### src/rtl/bcd_write_encoder.sv
// rtl/bcd_write_encoder.sv - sequential binary to packed BCD encoder for the RTC write path
module bcd_write_encoder #(
    parameter int N_CH     = 9,
    parameter int IN_W     = 7,
    parameter int DIGITS   = 2,
    parameter int AMPM_CH  = 0,
    parameter int HOUR_MAX = 12
) (
    input  logic                   clk,
    input  logic                   reset_n,
    input  logic [N_CH*IN_W-1:0]   ch_data,
    input  logic [N_CH-1:0]        sel,
    input  logic                   am_pm,
    input  logic                   start,
    output logic                   busy,
    output logic                   done,
    output logic                   ovf,
    output logic [4*DIGITS-1:0]    dato_BCD
);

    localparam int BW   = 4 * DIGITS;
    localparam int CW   = $clog2(IN_W + 1);
    localparam int IDXW = (N_CH > 1) ? $clog2(N_CH) : 1;

    localparam logic [31:0]     HOUR_LIM = 32'(HOUR_MAX);
    localparam logic [31:0]     DEC_LIM  = 32'(10 ** DIGITS - 1);
    localparam logic [IDXW-1:0] AMPM_IDX = IDXW'(AMPM_CH);

    typedef enum logic [1:0] {
        IDLE  = 2'd0,
        SHIFT = 2'd1,
        FIN   = 2'd2
    } state_t;

    state_t state_q, state_d;

    logic [IN_W-1:0] raw_q;
    logic [IN_W-1:0] sh_q;
    logic [IDXW-1:0] idx_q;
    logic            ampm_q;
    logic [BW-1:0]   bcd_q;
    logic [CW-1:0]   cnt_q;

    logic [IDXW-1:0] pick_idx;
    logic [IN_W-1:0] pick_val;
    logic [BW-1:0]   bcd_adj;
    logic            legal;
    logic [BW-1:0]   result;
    logic            accept;

    // Scan from the top so the lowest set select bit is the one that sticks
    always_comb begin
        pick_idx = '0;
        pick_val = '0;
        for (int i = N_CH - 1; i >= 0; i--) begin
            if (sel[i]) begin
                pick_idx = IDXW'(i);
                pick_val = ch_data[i*IN_W +: IN_W];
            end
        end
    end

    always_comb begin
        bcd_adj = bcd_q;
        for (int d = 0; d < DIGITS; d++) begin
            if (bcd_q[4*d +: 4] >= 4'd5) begin
                bcd_adj[4*d +: 4] = bcd_q[4*d +: 4] + 4'd3;
            end
        end
    end

    // Range check on the full binary value; BCD carry out of the top digit is never seen
    always_comb begin
        if (idx_q == AMPM_IDX) begin
            legal = 32'(raw_q) <= HOUR_LIM;
        end else begin
            legal = 32'(raw_q) <= DEC_LIM;
        end
        result = '0;
        if (legal) begin
            result = bcd_q;
            if (idx_q == AMPM_IDX) begin
                result[BW-1] = ampm_q;
            end
        end
    end

    assign accept = (state_q == IDLE) && start && (|sel);
    assign busy   = (state_q != IDLE);

    always_ff @(posedge clk or negedge reset_n) begin
        if (!reset_n) begin
            state_q <= IDLE;
        end else begin
            state_q <= state_d;
        end
    end

    always_comb begin
        state_d = state_q;
        case (state_q)
            IDLE:    if (accept) state_d = SHIFT;
            SHIFT:   if (cnt_q == CW'(1)) state_d = FIN;
            FIN:     state_d = IDLE;
            default: state_d = IDLE;
        endcase
    end

    always_ff @(posedge clk or negedge reset_n) begin
        if (!reset_n) begin
            raw_q    <= '0;
            sh_q     <= '0;
            idx_q    <= '0;
            ampm_q   <= 1'b0;
            bcd_q    <= '0;
            cnt_q    <= '0;
            done     <= 1'b0;
            ovf      <= 1'b0;
            dato_BCD <= '0;
        end else begin
            done <= 1'b0;
            case (state_q)
                IDLE: begin
                    if (accept) begin
                        raw_q  <= pick_val;
                        sh_q   <= pick_val;
                        idx_q  <= pick_idx;
                        ampm_q <= am_pm;
                        bcd_q  <= '0;
                        cnt_q  <= CW'(IN_W);
                    end
                end
                SHIFT: begin
                    bcd_q <= {bcd_adj[BW-2:0], sh_q[IN_W-1]};
                    sh_q  <= sh_q << 1;
                    cnt_q <= cnt_q - CW'(1);
                end
                FIN: begin
                    dato_BCD <= result;
                    ovf      <= ~legal;
                    done     <= 1'b1;
                end
                default: begin
                end
            endcase
        end
    end

endmodule
### config.mk
export PLATFORM = sky130hd
export DESIGN_NAME = bcd_write_encoder
export DESIGN_NICKNAME = d
export VERILOG_FILES = /design/src/rtl/bcd_write_encoder.sv
export SDC_FILE = /design/constraint.sdc
export NUM_CORES = 1
export LEC_CHECK = 0
export ABC_CLOCK_PERIOD_IN_PS = 3100
export BUFFER_PORTS_ARGS = -buffer_cell sky130_fd_sc_hd__buf_2
export CORE_ASPECT_RATIO = 1.25
export CORE_UTILIZATION = 30
export CTS_BUF_LIST = sky130_fd_sc_hd__clkbuf_2 sky130_fd_sc_hd__clkbuf_4 sky130_fd_sc_hd__clkbuf_8
export CTS_CLUSTER_SIZE = 14
export DETAILED_ROUTE_END_ITERATION = 16
export GPL_TIMING_DRIVEN = 0
export PLACE_DENSITY_LB_ADDON = 0.05
export SKIP_CTS_REPAIR_TIMING = 1
export SLEW_MARGIN = 20
export SYNTH_ARGS = -nofsm -noshare
export SYNTH_HDL_FRONTEND = slang
export SYNTH_SLANG_ARGS = --single-unit
### constraint.sdc
create_clock -name clk -period 3.1 [get_ports clk]
set_input_delay 0.62 -clock clk [delete_from_list [all_inputs] [get_ports clk]]
set_output_delay 0.62 -clock clk [all_outputs]
set_load 0.05 [all_outputs]
==> reports/qor.txt, run 1 <==
Outcome: completed
Die Wd: 82.6 microns
Tightest hold margin: 0.302 ns
Non-filler instance count after layout: 442
Global-route wire length before repair: 11,000 microns
Warnings, synthesis: 0
Maximum number of pins on one net before global-route repair: 43
Worst reg2reg path startpoint: idx_q[1]
Die boundary height: 103 microns
Part of the cycle the worst path needs: 77.0%
Setup TNS: 0 ns
Clk_lat worst skew: 0.30 ns
Clock slew at the register clock pins of the worst setup and hold paths: 0.09 ns
Count of mapped cells out of synthesis: 255
Maximum level of the CTS H-tree: 2
Highest achievable clock rate: 419 MHz
Initial antenna violation count: 0
Worst ir drop on vdd: 0.000370 V
Global-route usage over all layers: 17.3%
Number of max-capacitance violations reported: 0
Count of pins on the block boundary: 87
Effective utilization at floorplan: 31.1%
# rows: 36
Sink count of the clock tree: 42
Count of nets left with antenna violations after detail routing: 0
Area of placed instances: 2980 sq um
Average wire per standard cell: 15.3 microns
Worst setup EP type: register
Share of final-layout standard cells stronger than drive strength 1: 30.8%
Startpoint of the worst setup timing path: idx_q[1]
Proportion of register bits with asynchronous set or reset after synthesis: 100%
Clock tree from TritonCTS: done
Max-slew violations: 0
Most frequent standard cell in the layout excluding fill and tap cells: sky130_fd_sc_hd__buf_2
Synth Register Bits: 42
Worst rel slew slack: 35.6%
Setup violation total in the final timing report: 0
Final WL: 6780 microns
Worst slew pin tran: 0.957 ns
Period minus WS final: 2.39 ns
Leading cell types in the layout, fill and taps excluded: sky130_fd_sc_hd__buf_2 (86), sky130_fd_sc_hd__dfrtp_1 (42), sky130_fd_sc_hd__nand2_1 (26)
HPWL Detailed: 5260 microns
First DRT Iteration DRCs: 67
Post-synthesis area per instance: 9.55 sq um
Share of synthesized area occupied by flip-flops and latches: 43.1%
Via count: 2,271
Worst-case clock buffer depth: 2
Number of diodes: 0
Arr. time, crit path: 2.55 ns
Count of cell types in the netlist: 48
Gpl congestion: 0.738
Critical setup path kind: register to register
Setup repair after global routing missed its margin: false
Number of buffers created by CTS: 5
Area delta synth->final: 26.1%
Pre-antenna DRT Iters: 4
Number of synthesized flops with an enable pin: 0
HP Class: primary input to async pin
Tot Pwr: 2.36 mW
Post-Syn Area: 2440 sq um
Worst path required time: 3.26 ns
Post-detailed-route DRC marker count: 0
Maximum fanout along the worst path: 9
Area of the placeable core: 7840 sq um
Post-Synthesis Net Count: 337
DP Cell Count: 434
Number of hold violations in the final report: 0
Primary FF master, synth: sky130_fd_sc_hd__dfrtp_1
Cell area after layout: 3070 sq um
Total die area: 8490 sq um
Buffer cell driving the clock tree root: sky130_fd_sc_hd__clkbuf_8
Static Leak: 1.51 nW
Number of I/O port buffers: 84
Element type at the critical path start: register
Power per cell area: 769 nW/um^2
Vias per cell: 5.14
Post-Route Skew: 0.0107 ns
Final global-route overflow total: 0
Vias in the first global route: 2,283
Layout net count: 428
[Yosys cell counts (6+ instances only)]
cell,n,area [sq um]
sky130_fd_sc_hd__o21ai_0,11,55.1
sky130_fd_sc_hd__a221o_1,7,70.1
sky130_fd_sc_hd__nand3_1,8,40.0
sky130_fd_sc_hd__o221ai_1,6,52.6
sky130_fd_sc_hd__a221oi_1,9,78.8
sky130_fd_sc_hd__ha_1,6,75.1
sky130_fd_sc_hd__inv_1,18,67.6
sky130_fd_sc_hd__nor2_1,11,41.3
sky130_fd_sc_hd__a21o_1,15,113
sky130_fd_sc_hd__a21oi_1,22,110
sky130_fd_sc_hd__nand2b_1,6,37.5
sky130_fd_sc_hd__nand2_1,26,97.6
sky130_fd_sc_hd__dfrtp_1,42,1050
sky130_fd_sc_hd__clkbuf_1,8,30.0
sky130_fd_sc_hd__nor2b_1,6,37.5
[cell type report]
| cell class | count | area (sq um) |
|---|---|---|
| Clock buffer | 5 | 68.8 |
| Clock inverter | 3 | 25.0 |
| Tap cell | 95 | 119 |
| Fill cell | 837 | 4770 |
| Sequential cell | 42 | 1050 |
| Multi-Input combinational cell | 181 | 1250 |
| Timing Repair Buffer | 84 | 423 |
| Buffer | 13 | 67.6 |
| Inverter | 19 | 71.3 |
[cell families (layout without fill, tap and decap cells)]
| family | Yosys count | count (layout) | synth area share, % |
|---|---|---|---|
| flops | 42 | 42 | 43.1 |
| compound gates | 99 | 99 | 30.8 |
| fa+ha+maj | 6 | 6 | 3.08 |
| simple gates | 70 | 70 | 14.9 |
| xor+xnor | 4 | 4 | 1.44 |
| buf+inv | 32 | 124 | 5.70 |
| mux | 2 | 2 | 0.873 |
[registers in the layout, summed over array words and instances, names as in the netlist, 2 cells and up]
register  flops
bcd_q         8
dato_BCD      8
sh_q          7
idx_q         4
state_q       2
raw_q         7
cnt_q         3
[metrics by stage]
step                setup slack [ns]  utilization, %
floorplan                       1.05               -
finish                         0.714            39.2
global placement               0.606            38.0
detailed placement             0.652            38.0
CTS                            0.634            39.2
global route                   0.599            39.2
[routing by layer]
layer	share of wire (%)	track usage, %
met5	0	0
met4	1.4	5.57
met3	5.4	3.19
met2	52	32.0
met1	41	19.6
[power breakdown]
group	switching, mW	internal, mW	total, mW
registers	0.165	0.772	0.937
clock network	0.210	0.163	0.373
logic	0.645	0.406	1.05
[final timing paths]
check,endpoint,slack (ns),depth (start not counted)
min in group clk,ovf,0.48,1
worst min register to register,ovf,0.48,1
worst max register to register,dato_BCD[7],0.71,4
worst max-delay path,dato_BCD[7],0.71,4
max in group asynchronous,raw_q[5],2.42,1
worst min-delay path,bcd_q[6],0.30,1
[critical path, stage by stage (launching register included)]
cell,delay [ns]
sky130_fd_sc_hd__dfrtp_1,0.39
sky130_fd_sc_hd__nor4_1,0.83
sky130_fd_sc_hd__o22ai_1,0.22
sky130_fd_sc_hd__a311oi_2,0.73
sky130_fd_sc_hd__a211oi_1,0.09
No activity file was read; power rests on OpenSTA's default activity.
==> inputs of run 2 (changes only) <==
Settings changed: ABC_CLOCK_PERIOD_IN_PS 3100 to 2000.
Clock period 3.1 ns to 2 ns, I/O delays scaled along.
==> reports/qor.txt, run 2 (same netlist as run 1, synthesis figures left out) <==
Vias in the first global route: 2,283 (unchanged)
Max-slew violations: 0 (unchanged)
Element type at the critical path start: register
Post-Route Skew: 0.0100 ns (-0.000707 ns)
Largest registers: bcd_q (8), dato_BCD (8)
Area delta synth->final: 26.9%
Outcome: completed
Leading cell types in the layout, fill and taps excluded: sky130_fd_sc_hd__buf_2 (86), sky130_fd_sc_hd__dfrtp_1 (42), sky130_fd_sc_hd__nand2_1 (26)
HP Class: primary input to async pin
Area of placed instances: 2980 sq um (unchanged)
Highest achievable clock rate: 524 MHz (+25%)
Clock slew at the register clock pins of the worst setup and hold paths: 0.09 ns (about the same)
Via count: 2,268 (-0.13%)
Worst ir drop on vdd: 0.000574 V (+55%)
Maximum number of pins on one net before global-route repair: 43 (unchanged)
Setup slack on the worst flop-to-flop path: 0.09 ns (-0.62 ns)
Worst path required time: 2.17 ns (-1.09 ns)
Die boundary height: 103 microns (unchanged)
Die Wd: 82.6 microns (unchanged)
Critical setup path kind: register to register
Part of the cycle the worst path needs: 95.4% (+18 points)
Final global-route overflow total: 0 (unchanged)
Share of the core filled with cells in the final layout: 39.4% (+0.26 points)
Internal Pwr Total: 2.09 mW (+56%)
Most frequent standard cell in the layout excluding fill and tap cells: sky130_fd_sc_hd__buf_2
Total die area: 8490 sq um (unchanged)
Number of diodes: 0 (unchanged)
Chain of cells forming the critical path: nor4_2 -> o22ai_1 -> a311oi_4 -> a211oi_1
Sequential share of power: 39.5% (-0.2 points)
Maximum fanout along the worst path: 9 (unchanged)
Non-filler instance count after layout: 442 (unchanged)
Number of filler cells placed in the layout: 835 (-0.24%)
Cell area after layout: 3090 sq um (+0.65%)
Worst setup EP type: register
Worst slew pin tran: 0.587 ns (-0.370 ns)
Largest stage delay on the critical path: 0.56 ns (-0.27 ns)
Number of buffers created by CTS: 5 (unchanged)
Global-route wire length before repair: 11,000 microns (unchanged)
Setup violation total in the final timing report: 0 (unchanged)
# rows: 36 (unchanged)
Critical path's slowest cell: sky130_fd_sc_hd__nor4_2
Clock power frac: 15.6% (-0.2 points)
Global-route usage over all layers: 17.3% (unchanged)
Static Leak: 1.52 nW (+0.29%)
HPWL Detailed: 5260 microns (unchanged)
Clk_lat worst skew: 0.30 ns (about the same)
Pre-antenna DRT Iters: 5 (+1)
Effective utilization at floorplan: 31.1% (unchanged)
Vias per cell: 5.13 (-0.13%)
Share of final-layout standard cells stronger than drive strength 1: 31.4% (+0.58 points)
Period minus WS final: 1.91 ns (-0.479 ns)
Combinational share of power: 44.9% (+0.4 points)
P_sw: 1.60 mW (+57%)
Worst-case clock buffer depth: 2 (unchanged)
DP Cell Count: 434 (unchanged)
Count of pins on the block boundary: 87 (unchanged)
Sink count of the clock tree: 42 (unchanged)
First DRT Iteration DRCs: 70 (+4.5%)
Number of hold violations in the final report: 0 (unchanged)
Count of nets left with antenna violations after detail routing: 0 (unchanged)
Worst rel slew slack: 60.8% (+25 points)
Power per cell area: 1190 nW/um^2 (+55%)
Clock tree from TritonCTS: done
Area of the placeable core: 7840 sq um (unchanged)
Post-detailed-route DRC marker count: 0 (unchanged)
Initial antenna violation count: 0 (unchanged)
Setup TNS: 0 ns (unchanged)
Gpl congestion: 0.738 (unchanged)
Tightest hold margin: 0.0818 ns (-0.220 ns)
Average wire per standard cell: 15.4 microns (+0.35%)
Switching fraction of total power: 43.5% (+0.25 points)
Arr. time, crit path: 2.08 ns (-0.47 ns)
Number of max-capacitance violations reported: 0 (unchanged)
Final WL: 6800 microns (+0.35%)
Maximum level of the CTS H-tree: 2 (unchanged)
Setup repair after global routing missed its margin: false
Number of I/O port buffers: 84 (unchanged)
Buffer cell driving the clock tree root: sky130_fd_sc_hd__clkbuf_8
Layout net count: 428 (unchanged)
run 2: area by class of cell:
| cell class | count | area (sq um) | area share (%) |
|---|---|---|---|
| clock buffers | 5 | 68.8 | 2.23 |
| well taps | 95 | 119 | 3.84 |
| multi-input cells | 181 | 1270 | 41.0 |
| inverters | 19 | 71.3 | 2.31 |
| plain buffers | 13 | 67.6 | 2.19 |
| flip-flops and latches | 42 | 1050 | 34.0 |
| clock inverters | 3 | 25.0 | 0.809 |
| repair buffers | 84 | 423 | 13.7 |
run 2: final timing paths:
path                            startpoint     endpoint  depth (start not counted)
worst max-delay path              idx_q[1]  dato_BCD[7]                          4
worst min-delay path               reset_n     bcd_q[6]                          1
worst max register to register    idx_q[1]  dato_BCD[7]                          4
worst min register to register         ovf          ovf                          1
max in group asynchronous          reset_n     raw_q[5]                          1
min in group clk                     am_pm       ampm_q                          2
run 2: power groups by stage:
stage	registers [mW]	clock network, mW	logic, mW
floorplan	1.67	0	0.984
detailed placement	1.47	0	1.66
global route	1.52	0.639	1.86
CTS	1.46	0.610	1.66
global placement	1.47	0	1.64
finish	1.46	0.577	1.66
run 2: layer usage:
metal	vias to the layer above	track usage (%)	wire length, microns
li1	1133	-	-
met1	1046	19.6	2830
met2	82	32.0	3530
met3	7	3.19	350
met4	0	5.57	95
met5	-	0	0
run 2: critical path: cells and delay by family (launching register included):
kind,cells,cell delay (ns)
AOI/OAI and AO/OA,3,0.82
and+or+nand+nor,1,0.56
DFF,1,0.40
run 2: stage by stage:
step	setup WS, ns	power, mW
after global placement	-0.494	3.11
after global routing	0.00870	4.02
after floorplan	0.173	2.65
after detailed placement	-0.448	3.13
after CTS	-0.466	3.72
final	0.0925	3.69
==> inputs of run 3 (changes only) <==
Settings changed: PLACE_DENSITY set to 0.66, PLACE_DENSITY_LB_ADDON 0.05 to unset.
==> reports/qor.txt, run 3 (same netlist as run 1, synthesis figures left out) <==
GRT busiest layer: met2
Largest stage delay on the critical path: 0.48 ns (-0.08 ns)
Worst slew pin tran: 0.917 ns (+0.330 ns)
Post-Route Skew: 0.00583 ns (-0.00417 ns)
Vias in the first global route: 2,315 (+1.4%)
Static Leak: 1.52 nW (+0.14%)
Die boundary height: 103 microns (unchanged)
Maximum number of pins on one net before global-route repair: 43 (unchanged)
Arr. time, crit path: 2.05 ns (-0.03 ns)
Cell family with most CP delay: compound AO/OA/AOI/OAI gates
Initial antenna violation count: 0 (unchanged)
Number of I/O port buffers: 84 (unchanged)
Setup ws final: 0.176 ns (+0.0836 ns)
Number of buffers created by CTS: 5 (unchanged)
Share of final-layout standard cells stronger than drive strength 1: 30.9% (-0.49 points)
Number of filler cells placed in the layout: 813 (-2.6%)
Vias per cell: 5.25 (+2.3%)
Setup repair after global routing missed its margin: false
Clock tree from TritonCTS: done
Layout net count: 428 (unchanged)
Count of nets left with antenna violations after detail routing: 0 (unchanged)
Buffer cell driving the clock tree root: sky130_fd_sc_hd__clkbuf_8
Worst rel slew slack: 38.9% (-22 points)
Maximum fanout along the worst path: 10 (+1)
Non-filler instance count after layout: 441 (-0.23%)
Power per cell area: 1190 nW/um^2 (-0.24%)
Number of diodes: 0 (unchanged)
Post-detailed-route DRC marker count: 0 (unchanged)
HP Class: primary input to async pin
Pre-antenna DRT Iters: 4 (-1)
Most frequent standard cell in the layout excluding fill and tap cells: sky130_fd_sc_hd__buf_2
Worst-case clock buffer depth: 2 (unchanged)
Total die area: 8490 sq um (unchanged)
Sink count of the clock tree: 42 (unchanged)
Critical path's slowest cell: sky130_fd_sc_hd__nor2b_1
Setup violation total in the final timing report: 0 (unchanged)
Effective utilization at floorplan: 31.1% (unchanged)
Number of max-capacitance violations reported: 0 (unchanged)
Clk_lat worst skew: 0.29 ns (about the same)
Max-slew violations: 0 (unchanged)
Largest registers: bcd_q (8), dato_BCD (8)
Cell area after layout: 3090 sq um (-0.20%)
Share of the core filled with cells in the final layout: 39.4% (-0.080 points)
Area of placed instances: 2980 sq um (unchanged)
Global-route usage over all layers: 16.3% (-0.99 points)
Worst setup EP type: register
Worst ir drop on vdd: 0.000733 V (+28%)
Critical setup path kind: primary input to register
Element type at the critical path start: primary input
Number of hold violations in the final report: 0 (unchanged)
# rows: 36 (unchanged)
Via count: 2,315 (+2.1%)
Final global-route overflow total: 0 (unchanged)
Tightest hold margin: 0.244 ns (+0.162 ns)
Gpl congestion: 0.786 (+6.6%)
GR Layer Usage met2: 29.6% (-2.4 points)
DP Cell Count: 434 (unchanged)
First DRT Iteration DRCs: 134 (+91%)
Global-route wire length before repair: 10,400 microns (-6.0%)
Met3 layer usage reported by global route: 3.98% (+0.80 points)
Area of the placeable core: 7840 sq um (unchanged)
Leading cell types in the layout, fill and taps excluded: sky130_fd_sc_hd__buf_2 (87), sky130_fd_sc_hd__dfrtp_1 (42), sky130_fd_sc_hd__nand2_1 (26)
Minimum setup slack after placement: -0.319 ns (+0.130 ns)
GR Layer Usage met1: 17.6% (-2.0 points)
Worst path required time: 2.22 ns (+0.05 ns)
Period minus WS final: 1.82 ns (-0.0836 ns)
Count of pins on the block boundary: 87 (unchanged)
Chain of cells forming the critical path: buf_2 -> buf_2 -> nor2b_1 -> a222oi_1 -> a211o_1 -> a21oi_1 -> a221o_1
Final WL: 6330 microns (-7.0%)
HPWL Detailed: 4940 microns (-6.1%)
Maximum level of the CTS H-tree: 2 (unchanged)
Clock slew at the register clock pins of the worst setup and hold paths: 0.07 ns (-0.02 ns)
Most frequent CP cell: sky130_fd_sc_hd__buf_2
Area delta synth->final: 26.7%
Critical path buffers and inverters: 2 (+2)
Outcome: completed
Average wire per standard cell: 14.3 microns (-6.8%)
Die Wd: 82.6 microns (unchanged)
Highest achievable clock rate: 548 MHz (+4.6%)
Part of the cycle the worst path needs: 91.2% (-4.2 points)
[run 3: power by group]
group          internal, mW  switching, mW  total, mW
sequential             1.20          0.269       1.47
combinational         0.652           1.03       1.68
clock                 0.267          0.260      0.527
[run 3: per-layer routing]
layer  up-vias  wire length [microns]
met4         0                    114
met2       100                   3280
met5         -                      0
li1       1131                      -
met1      1073                   2550
met3        11                    376
[run 3: worst reg2reg max path, delay by kind of cell, from the launching register on]
| kind | cells | cell delay, ns |
|---|---|---|
| AO/OA/AOI/OAI | 3 | 0.86 |
| AND/OR/NAND/NOR | 1 | 0.43 |
| flip-flops | 1 | 0.41 |
[run 3: final cells by class]
type,instances,area (sq um),area share [%]
buffer,13,67.6,2.19
clock buffer,7,83.8,2.72
inverter,19,71.3,2.31
multi-input combinational,181,1270,41.2
sequential,42,1050,34.1
tap,95,119,3.85
timing repair buffer,84,420,13.6
[run 3: metrics by stage]
stage / power, mW / setup TNS [ns]
after floorplan: 2.65 / 0
after global placement: 3.05 / -2.88
after detailed placement: 3.11 / -3.94
after CTS: 3.66 / -2.84
after global routing: 3.97 / 0
final: 3.67 / 0
[run 3: final timing paths]
kind | start | endpoint | slack, ns | cells after the start
max | sel[6] | sh_q[1] | 0.18 | 7
min | reset_n | dato_BCD[2] | 0.24 | 1
max reg2reg | idx_q[1] | dato_BCD[5] | 0.18 | 4
min reg2reg | ovf | ovf | 0.47 | 1
max in group asynchronous | reset_n | raw_q[2] | 1.18 | 1
min in group clk | am_pm | ampm_q | 0.33 | 2
